==> config.mk <==
export PLATFORM = sky130hd
export DESIGN_NAME = exmem_skid
export DESIGN_NICKNAME = d
export VERILOG_FILES = /design/src/rtl/exmem_skid.sv
export SDC_FILE = /design/constraint.sdc
export NUM_CORES = 1
export LEC_CHECK = 0
export ABC_AREA = 0
export CORE_MARGIN = 2
export CORE_UTILIZATION = 44
export CTS_CLUSTER_SIZE = 20
export DETAILED_ROUTE_END_ITERATION = 8
export PLACE_DENSITY = 0.76
export RECOVER_POWER = 100
export SYNTH_ARGS = -nofsm -noshare
export SYNTH_HDL_FRONTEND = slang
export SYNTH_SLANG_ARGS = --single-unit
export TNS_END_PERCENT = 5
==> constraint.sdc <==
create_clock -name clk -period 1.7 [get_ports clk]
set_input_delay 0.34 -clock clk [delete_from_list [all_inputs] [get_ports clk]]
set_output_delay 0.34 -clock clk [all_outputs]
set_load 0.02 [all_outputs]
==> src/rtl/exmem_skid.sv <==
// -----------------------------------------------------------------------------
// exmem_skid
//
// Two-entry in-order skid buffer that holds EX/MEM pipeline register contents.
// The EX stage pushes one instruction per cycle when in_ready is high. The MEM
// stage pops the head entry when it raises out_ready. Because in_ready depends
// only on the registered entry count, a MEM stall reaches the ID/EX and EX
// stall logic one cycle later. The second entry absorbs the instruction that is
// already in flight during that cycle.
//
// Handshake: a transfer happens on a rising edge where valid and ready are both
// 1. in_ready/in_valid govern the push side and out_valid/out_ready govern the
// pop side. in_ready never depends combinationally on out_ready.
//
// Parameters
//   DATA_W         width of the ALU result and store-data fields
//   PC_W           width of the pc1 field
//
// Ports
//   clk            rising-edge clock
//   rst_n          asynchronous active-low reset
//   in_valid       EX presents a valid instruction
//   in_ready       buffer can accept (count != 2)
//   alu_result     EX ALU result
//   store_data     EX store data
//   flagsMEM       MEM-stage control flags
//   flagsWB        WB-stage control flags
//   rd             destination register
//   pc1            PC + 1 of the instruction
//   flush          synchronous discard of all held entries
//   out_ready      MEM accepts the head entry
//   out_valid      head entry is valid (count != 0)
//   out_*          head entry fields
//   occupancy      number of held entries (0..2), which is also the FSM state
//   stall_cycles   saturating count of cycles with out_valid=1 and out_ready=0
// -----------------------------------------------------------------------------
module exmem_skid #(
    parameter int DATA_W = 32,
    parameter int PC_W   = 48
) (
    input  logic              clk,
    input  logic              rst_n,
    input  logic              in_valid,
    output logic              in_ready,
    input  logic [DATA_W-1:0] alu_result,
    input  logic [DATA_W-1:0] store_data,
    input  logic [2:0]        flagsMEM,
    input  logic [1:0]        flagsWB,
    input  logic [4:0]        rd,
    input  logic [PC_W-1:0]   pc1,
    input  logic              flush,
    input  logic              out_ready,
    output logic              out_valid,
    output logic [DATA_W-1:0] out_alu_result,
    output logic [DATA_W-1:0] out_store_data,
    output logic [2:0]        out_flagsMEM,
    output logic [1:0]        out_flagsWB,
    output logic [4:0]        out_rd,
    output logic [PC_W-1:0]   out_pc1,
    output logic [1:0]        occupancy,
    output logic [15:0]       stall_cycles
);

    // One entry packs every carried field. The field order is
    // {alu_result, store_data, flagsMEM, flagsWB, rd, pc1}.
    localparam int ENT_W = 2 * DATA_W + 3 + 2 + 5 + PC_W;

    typedef enum logic [1:0] {
        S_EMPTY = 2'd0,
        S_ONE   = 2'd1,
        S_TWO   = 2'd2
    } state_t;

    state_t             r_state;
    state_t             w_state_nxt;
    logic [ENT_W-1:0]   r_head;
    logic [ENT_W-1:0]   r_tail;
    logic [15:0]        r_stall_cycles;

    logic [ENT_W-1:0]   w_in_entry;
    logic               w_push;
    logic               w_pop;
    logic               w_load_head_in;
    logic               w_load_head_tail;
    logic               w_load_tail_in;
    logic               w_backpressure;

    assign w_in_entry = {alu_result, store_data, flagsMEM, flagsWB, rd, pc1};

    // Handshake qualifiers. Both sides use the registered state, so out_ready
    // only reaches the register inputs.
    assign w_push = in_valid & in_ready;
    assign w_pop  = out_valid & out_ready;

    // -------------------------------------------------------------------------
    // FSM: state register
    // -------------------------------------------------------------------------
    always_ff @(posedge clk or negedge rst_n) begin
        if (!rst_n) begin
            r_state <= S_EMPTY;
        end else begin
            r_state <= w_state_nxt;
        end
    end

    // -------------------------------------------------------------------------
    // FSM: next-state logic. Flush wins over any push or pop in the same cycle.
    // -------------------------------------------------------------------------
    always_comb begin
        w_state_nxt = r_state;
        if (flush) begin
            w_state_nxt = S_EMPTY;
        end else begin
            case (r_state)
                S_EMPTY: begin
                    if (w_push) begin
                        w_state_nxt = S_ONE;
                    end
                end
                S_ONE: begin
                    if (w_push && !w_pop) begin
                        w_state_nxt = S_TWO;
                    end else if (w_pop && !w_push) begin
                        w_state_nxt = S_EMPTY;
                    end
                end
                S_TWO: begin
                    // in_ready is low here, so the only possible move is a pop.
                    if (w_pop) begin
                        w_state_nxt = S_ONE;
                    end
                end
                default: begin
                    w_state_nxt = S_EMPTY;
                end
            endcase
        end
    end

    // -------------------------------------------------------------------------
    // FSM: outputs decoded from the registered state only
    // -------------------------------------------------------------------------
    always_comb begin
        in_ready  = (r_state != S_TWO);
        out_valid = (r_state != S_EMPTY);
        occupancy = r_state;
    end

    // -------------------------------------------------------------------------
    // Entry data path
    //
    // New data goes to head when the buffer is empty, or when it holds one
    // entry that is popped in the same cycle. New data goes to tail when one
    // entry is held and none leaves. A pop from two entries moves tail into
    // head. In every other case, including flush, the entries keep their
    // contents and only the count changes.
    // -------------------------------------------------------------------------
    assign w_load_head_in   = !flush && w_push &&
                              ((r_state == S_EMPTY) || ((r_state == S_ONE) && w_pop));
    assign w_load_head_tail = !flush && w_pop && (r_state == S_TWO);
    assign w_load_tail_in   = !flush && w_push && (r_state == S_ONE) && !w_pop;

    always_ff @(posedge clk or negedge rst_n) begin
        if (!rst_n) begin
            r_head <= '0;
        end else if (w_load_head_in) begin
            r_head <= w_in_entry;
        end else if (w_load_head_tail) begin
            r_head <= r_tail;
        end
    end

    always_ff @(posedge clk or negedge rst_n) begin
        if (!rst_n) begin
            r_tail <= '0;
        end else if (w_load_tail_in) begin
            r_tail <= w_in_entry;
        end
    end

    assign {out_alu_result, out_store_data, out_flagsMEM,
            out_flagsWB, out_rd, out_pc1} = r_head;

    // -------------------------------------------------------------------------
    // MEM-side back-pressure counter. It saturates instead of wrapping, and
    // flush leaves it alone so that stall statistics survive pipeline flushes.
    // -------------------------------------------------------------------------
    assign w_backpressure = out_valid & ~out_ready;

    always_ff @(posedge clk or negedge rst_n) begin
        if (!rst_n) begin
            r_stall_cycles <= 16'd0;
        end else if (w_backpressure && (r_stall_cycles != 16'hFFFF)) begin
            r_stall_cycles <= r_stall_cycles + 16'd1;
        end
    end

    assign stall_cycles = r_stall_cycles;

endmodule

# After elaboration in Yosys (flattened, before gate mapping)

Index checks and enable logic that the tools add are counted.

Register bits: 262
Latch bits: 0
RAM bits: 0
Memory bits (read-only): 0
Input port bits: 127
Output and inout port bits: 142
Logic and storage cells: 42
Memories kept: 0

Add/sub/neg operators: 1
Multipliers: 0
Divide/modulo/power cells: 0
Order comparisons: 0
Equality and inequality tests: 7
Shift-type cells: 0
Mux-type cells: 8
Bitwise gates (word level): 4
Reduce and logical (&&, ||, !) cells: 18

Operators by type and width:

| operator              | count |
|---|---|
| $mux 122              | 2 |
| $add 16x1->16 const B | 1 |
| $ne 16x16->1 const B  | 1 |
| $logic_and 1x1->1     | 10 |
| $mux 2                | 5 |
| $ne 3x3->1 const B    | 2 |
| $pmux 2 s3            | 1 |
| $ne 4x4->1 const B    | 1 |
| $reduce_bool 2->1     | 2 |
| $and 1x1->1           | 3 |
| $logic_not 1->1       | 3 |
| $reduce_and 3->1      | 1 |
| $eq 2x1->1 const B    | 1 |
| $eq 2x2->1 const B    | 1 |
| $logic_not 2->1       | 1 |
| $ne 2x2->1 const B    | 1 |
| $logic_or 1x1->1      | 1 |
| $not 1->1             | 1 |

# Depth between registers and ports, before layout

Depth in word-level cells: 8
Gate-level depth with buffers: 6
Mapped depth without buffers: 5

# Worst setup path before layout

OpenSTA, ideal clock, no wires.

Kind: register -> register
Start: reg r_stall_cycles[0] (netlist: stall_cycles[0])
End: reg r_stall_cycles[1] (netlist: stall_cycles[1])
Library setup time: 0.125 ns
Arrival: 1.927 ns
Required time: 1.575 ns
Setup slack: -0.352 ns
Stages on the path, launching flop included: 6
Path buffers: 1
Cell sequence: dfrtp_1 -> ha_1 -> nand4_4 -> o41ai_4 -> buf_6 -> mux2_4

Cells in the longest elaborated chain, start to end: 2
Elaborated cells between the ends (all ways): 3
Classes of those cells: add/sub: 1; eq/ne: 1; reduce/logical: 1

Ends and longest elaborated chain:

| element                                                               | line | RTL |
|---|---|---|
| from (decl)                                                           | 78   | `logic [15:0] r_stall_cycles;` |
| from (signal assigned)                                                | 194  | `r_stall_cycles <= r_stall_cycles + 16'd1;` |
| parallel branches: the longest is 2 deep, another holds $add 16x1->16 | -    |  |

Several ways; the timed one is not identified.
A chain may end at the register's enable or synchronous reset.

# Worst setup path in the final report

Start: reg r_state[1] (netlist: occupancy[1])
End: out out_valid

Cells in the longest elaborated chain, start to end: 1

Ends and longest elaborated chain:

| element                | line | RTL |
|---|---|---|
| from (decl)            | 74   | `state_t r_state;` |
| from (signal assigned) | 102  | `r_state <= w_state_nxt;` |
| $reduce_bool 2->1      | 145  | `out_valid = (r_state != S_EMPTY);` |
| to (decl)              | 53   | `output logic out_valid,` |

No other way between the ends.

==> impl_metrics.csv <==
group,metric,value,unit
pwr,power.density,1200,nW/um2
timing,drv_slew,0,
synth,syn-num-nets,879,
timing,clock.fmax,566,MHz
synth,synth-seq-area-share,61.4,%
clock_tree,clkLatencyLatePin,530,ps
clock_tree,cts_tree,"yes",
worst_setup_path,critical_path.slowest_cell,"dfrtp_2",
synth,synth-edff-count,0,
timing,hold_viol,0,
status,outcome,"finished with violations",
synth,synth_commonest_cells,"dfrtp_1 (262), mux2_2 (122), a21o_1 (120), a22o_1 (120), buf_2 (29)",
clock_tree,cts-root-buf,"clkbuf_16",
synth,synth_top_area_share,61.4,%
floorplanning,core_area,24000,um2
timing,worst_slack,-66.9,ps
timing,timing.slew.headroom,27.2,%
worst_setup_path,critPathMaxFanout,3,
worst_setup_path,path_cells,"buf_12 > or2_4 > buf_6",
place,port_buffers,268,
clock_tree,h-tree-depth,1,
clock_tree,clock_sinks,262,
synth,ys_types,40,
flow_run,cap_violations,0,
synth,synth_flop_cell,"dfrtp_1",
synth,ys_async_sr_fraction,100,%
floorplanning,placementRows,57,
finish,final_cells,1436,
place,place_congestion,0.800,
worst_setup_path,crit_required,1360,ps
floorplanning,io-pin-count,269,
synth,synth_area,10700,um2
timing,layout_min_cycle_time,1770,ps
synth,synth_top_area_cell,"dfrtp_1",
worst_setup_path,crit_family,"flip-flops",
finish,drive_above_1_share,28.4,%
synth,yosys_warnings,0,
drt,wirelength,27900,um
floorplanning,fp.dieArea,25500,um2
synth,synth_cells,751,
finish,utilization,64.7,%
global_routing,grt_pass1_wl,43200,um
finish,num_antenna_cells,0,
worst_setup_path,crit_type,"reg -> out",
status,violations,"negative setup slack",
worst_setup_path,crit_buf_inv,2,
clock_tree,clkTransAtPathRegs,60,ps
place,dp.cells,1365,
global_routing,antenna_found_initial,0,
drt,drc,0,
global_routing,grt_max_degree,64,
floorplanning,die_w,160,um
drt,firstDrtPassIters,6,
finish,multi_input_area,3930,um2
worst_setup_path,cp-start-kind,"register",
worst_setup_path,end_kind,"primary output",
finish,layout.nets,1220,
worst_setup_path,arrival,1430,ps
global_routing,grt-ovfl-total,0,
floorplanning,die_y,160,um
drt,ant_nets,0,
timing,rsz0062_at_grt,"true",
timing,fin_skew,12.4,ps
synth,yosysMostFrequentCell,"dfrtp_1",
timing,tightestPinTransition,1090,ps
global_routing,grt_pass1_vias,8023,
place,place.detailed.hpwl,18000,um
synth,ys_top_cells_by_area,"dfrtp_1 (61%), mux2_2 (13%), a22o_1 (9.8%)",
finish,nFillCells,1840,
pwr,leakagePower,7.93,nW
timing,finalCritPeriodShare,104,%
drt,viasPerCell,5.34,
synth,syn_avg_cell_area,14.2,um2
clock_tree,numCtsBuffers,27,
clock_tree,clockBufferDepth,3,
finish,area_delta_synth_final,45.7,%
worst_setup_path,crit_path_max_incr_delay,430,ps
floorplanning,start_util,44.4,%
finish,regArea,6570,um2
drt,vias,7665,
synth,synth-seq-cells,262,
pwr,ir_drop,0.786,mV
drt,drt-initial-drc-count,247,
global_routing,grt_use_total,20.6,%
hold_path,min_path_type,"in -> reg",
timing,finalSetupViolCount,61,
drt,avgRoutedWirePerCell,19.4,um
-- routing by layer --
layer	vias to the layer above	routed length [um]	track usage, %
met5	-	0	0
met4	0	690	5.12
met3	44	1690	5.38
met2	200	14000	35.9
met1	3932	11600	25.8
li1	3489	-	-
-- flip-flops by register name (all words and copies together), names as in the netlist --
| register | cells |
|---|---|
| r_tail | 122 |
| occupancy | 2 |
| r_head | 122 |
| stall_cycles | 16 |
-- metrics by stage --
step           worst slack, ps  instance area [um2]  hold WS, ps  power [mW]  TNS, ps
2_1_floorplan            -76.4                10700         44.4        10.6    -1010
3_3_place_gp              -479                14400          250        12.8   -87030
3_5_place_dp              -498                14400          247        13.0   -90930
4_1_cts                   -156                15300          284        18.8    -4540
5_1_grt                   -140                15600          428        19.6   -10390
6_report                 -66.9                15600          421        18.7    -2070
-- repair_timing --
| action | CTS | global route |
|---|---|---|
| pin swaps | 2 | 70 |
| setup endpoints to repair | 312 | 252 |
| gates resized for setup | 190 | 31 |
| endpoints found under the hold margin | 34 | 0 |
| hold buffers | 1 | 0 |
| cloned | 0 | 9 |
| setup buffers | 6 | 6 |
-- worst min-delay path, stage by stage --
cell,delay [ps]
clkdlybuf4s50_1,420
nand2_1,60
o21ai_0,70
-- layout by cell type, fill, tap and decap left out, types with 2 or more instances in the layout --
cell type and n:
nor2_2 2, xnor2_1 3, xor2_1 12, bufinv_16 3
buf_6 6, o21ai_0 2, nor4_2 2, clkdlybuf4s15_2 5
nand2_1 7, inv_1 4, dfrtp_1 250, nor2_1 4
clkinv_2 5, nor4_1 2, clkdlybuf4s50_1 125, clkbuf_16 36
clkbuf_2 5, clkbuf_8 9, buf_12 23, buf_2 12
buf_8 4, buf_4 52, a21o_1 120, nor3_2 2
a22o_1 120, nand4_1 2, mux2_2 122, mux2i_1 3
dlygate4sd2_1 122, nand2b_4 2, dfrtp_2 12, nor3_1 4
nand3_1 4, clkbuf_1 5
-- cells by family (layout without fill, tap and decap cells) --
| family | after synthesis | after routing | share of synthesized area (%) |
|---|---|---|---|
| AO/OA/AOI/OAI | 247 | 247 | 18.9 |
| adder cells (fa/ha/maj) | 1 | 1 | 0.117 |
| flip-flops | 262 | 262 | 61.4 |
| multiplexers | 126 | 126 | 13.3 |
| buffers and inverters | 57 | 418 | 2.45 |
| XOR/XNOR | 15 | 15 | 1.23 |
| AND/OR/NAND/NOR | 43 | 43 | 2.57 |
-- power breakdown --
part           switching [mW]  total, mW  internal (mW)
combinational            1.99       4.19           2.20
clock                    2.40       6.15           3.75
sequential              0.734       8.38           7.65
-- path summary, 6_finish.rpt --
path                       slack (ps)          start          to  cells after the start
setup reg to reg                  -60   occupancy[1]  r_head[73]                      8
hold reg to reg                   470     r_head[38]  r_head[38]                      1
min in group asynchronous         550          rst_n  r_head[10]                      2
max in group asynchronous         200          rst_n  r_tail[89]                      3
setup / recovery                  -70   occupancy[1]   out_valid                      3
hold / removal                    420  alu_result[5]  r_head[95]                      3
-- area by class of cell --
| type | count | share of cell area, % |
|---|---|---|
| Clock buffer | 41 | 5.26 |
| Multi-Input combinational cell | 432 | 25.2 |
| Inverter | 4 | 0.0965 |
| Sequential cell | 262 | 42.2 |
| Clock inverter | 8 | 0.740 |
| Timing Repair Buffer | 365 | 23.8 |
| Tap cell | 324 | 2.61 |
Note: power is estimated with default switching activity, not from simulation.
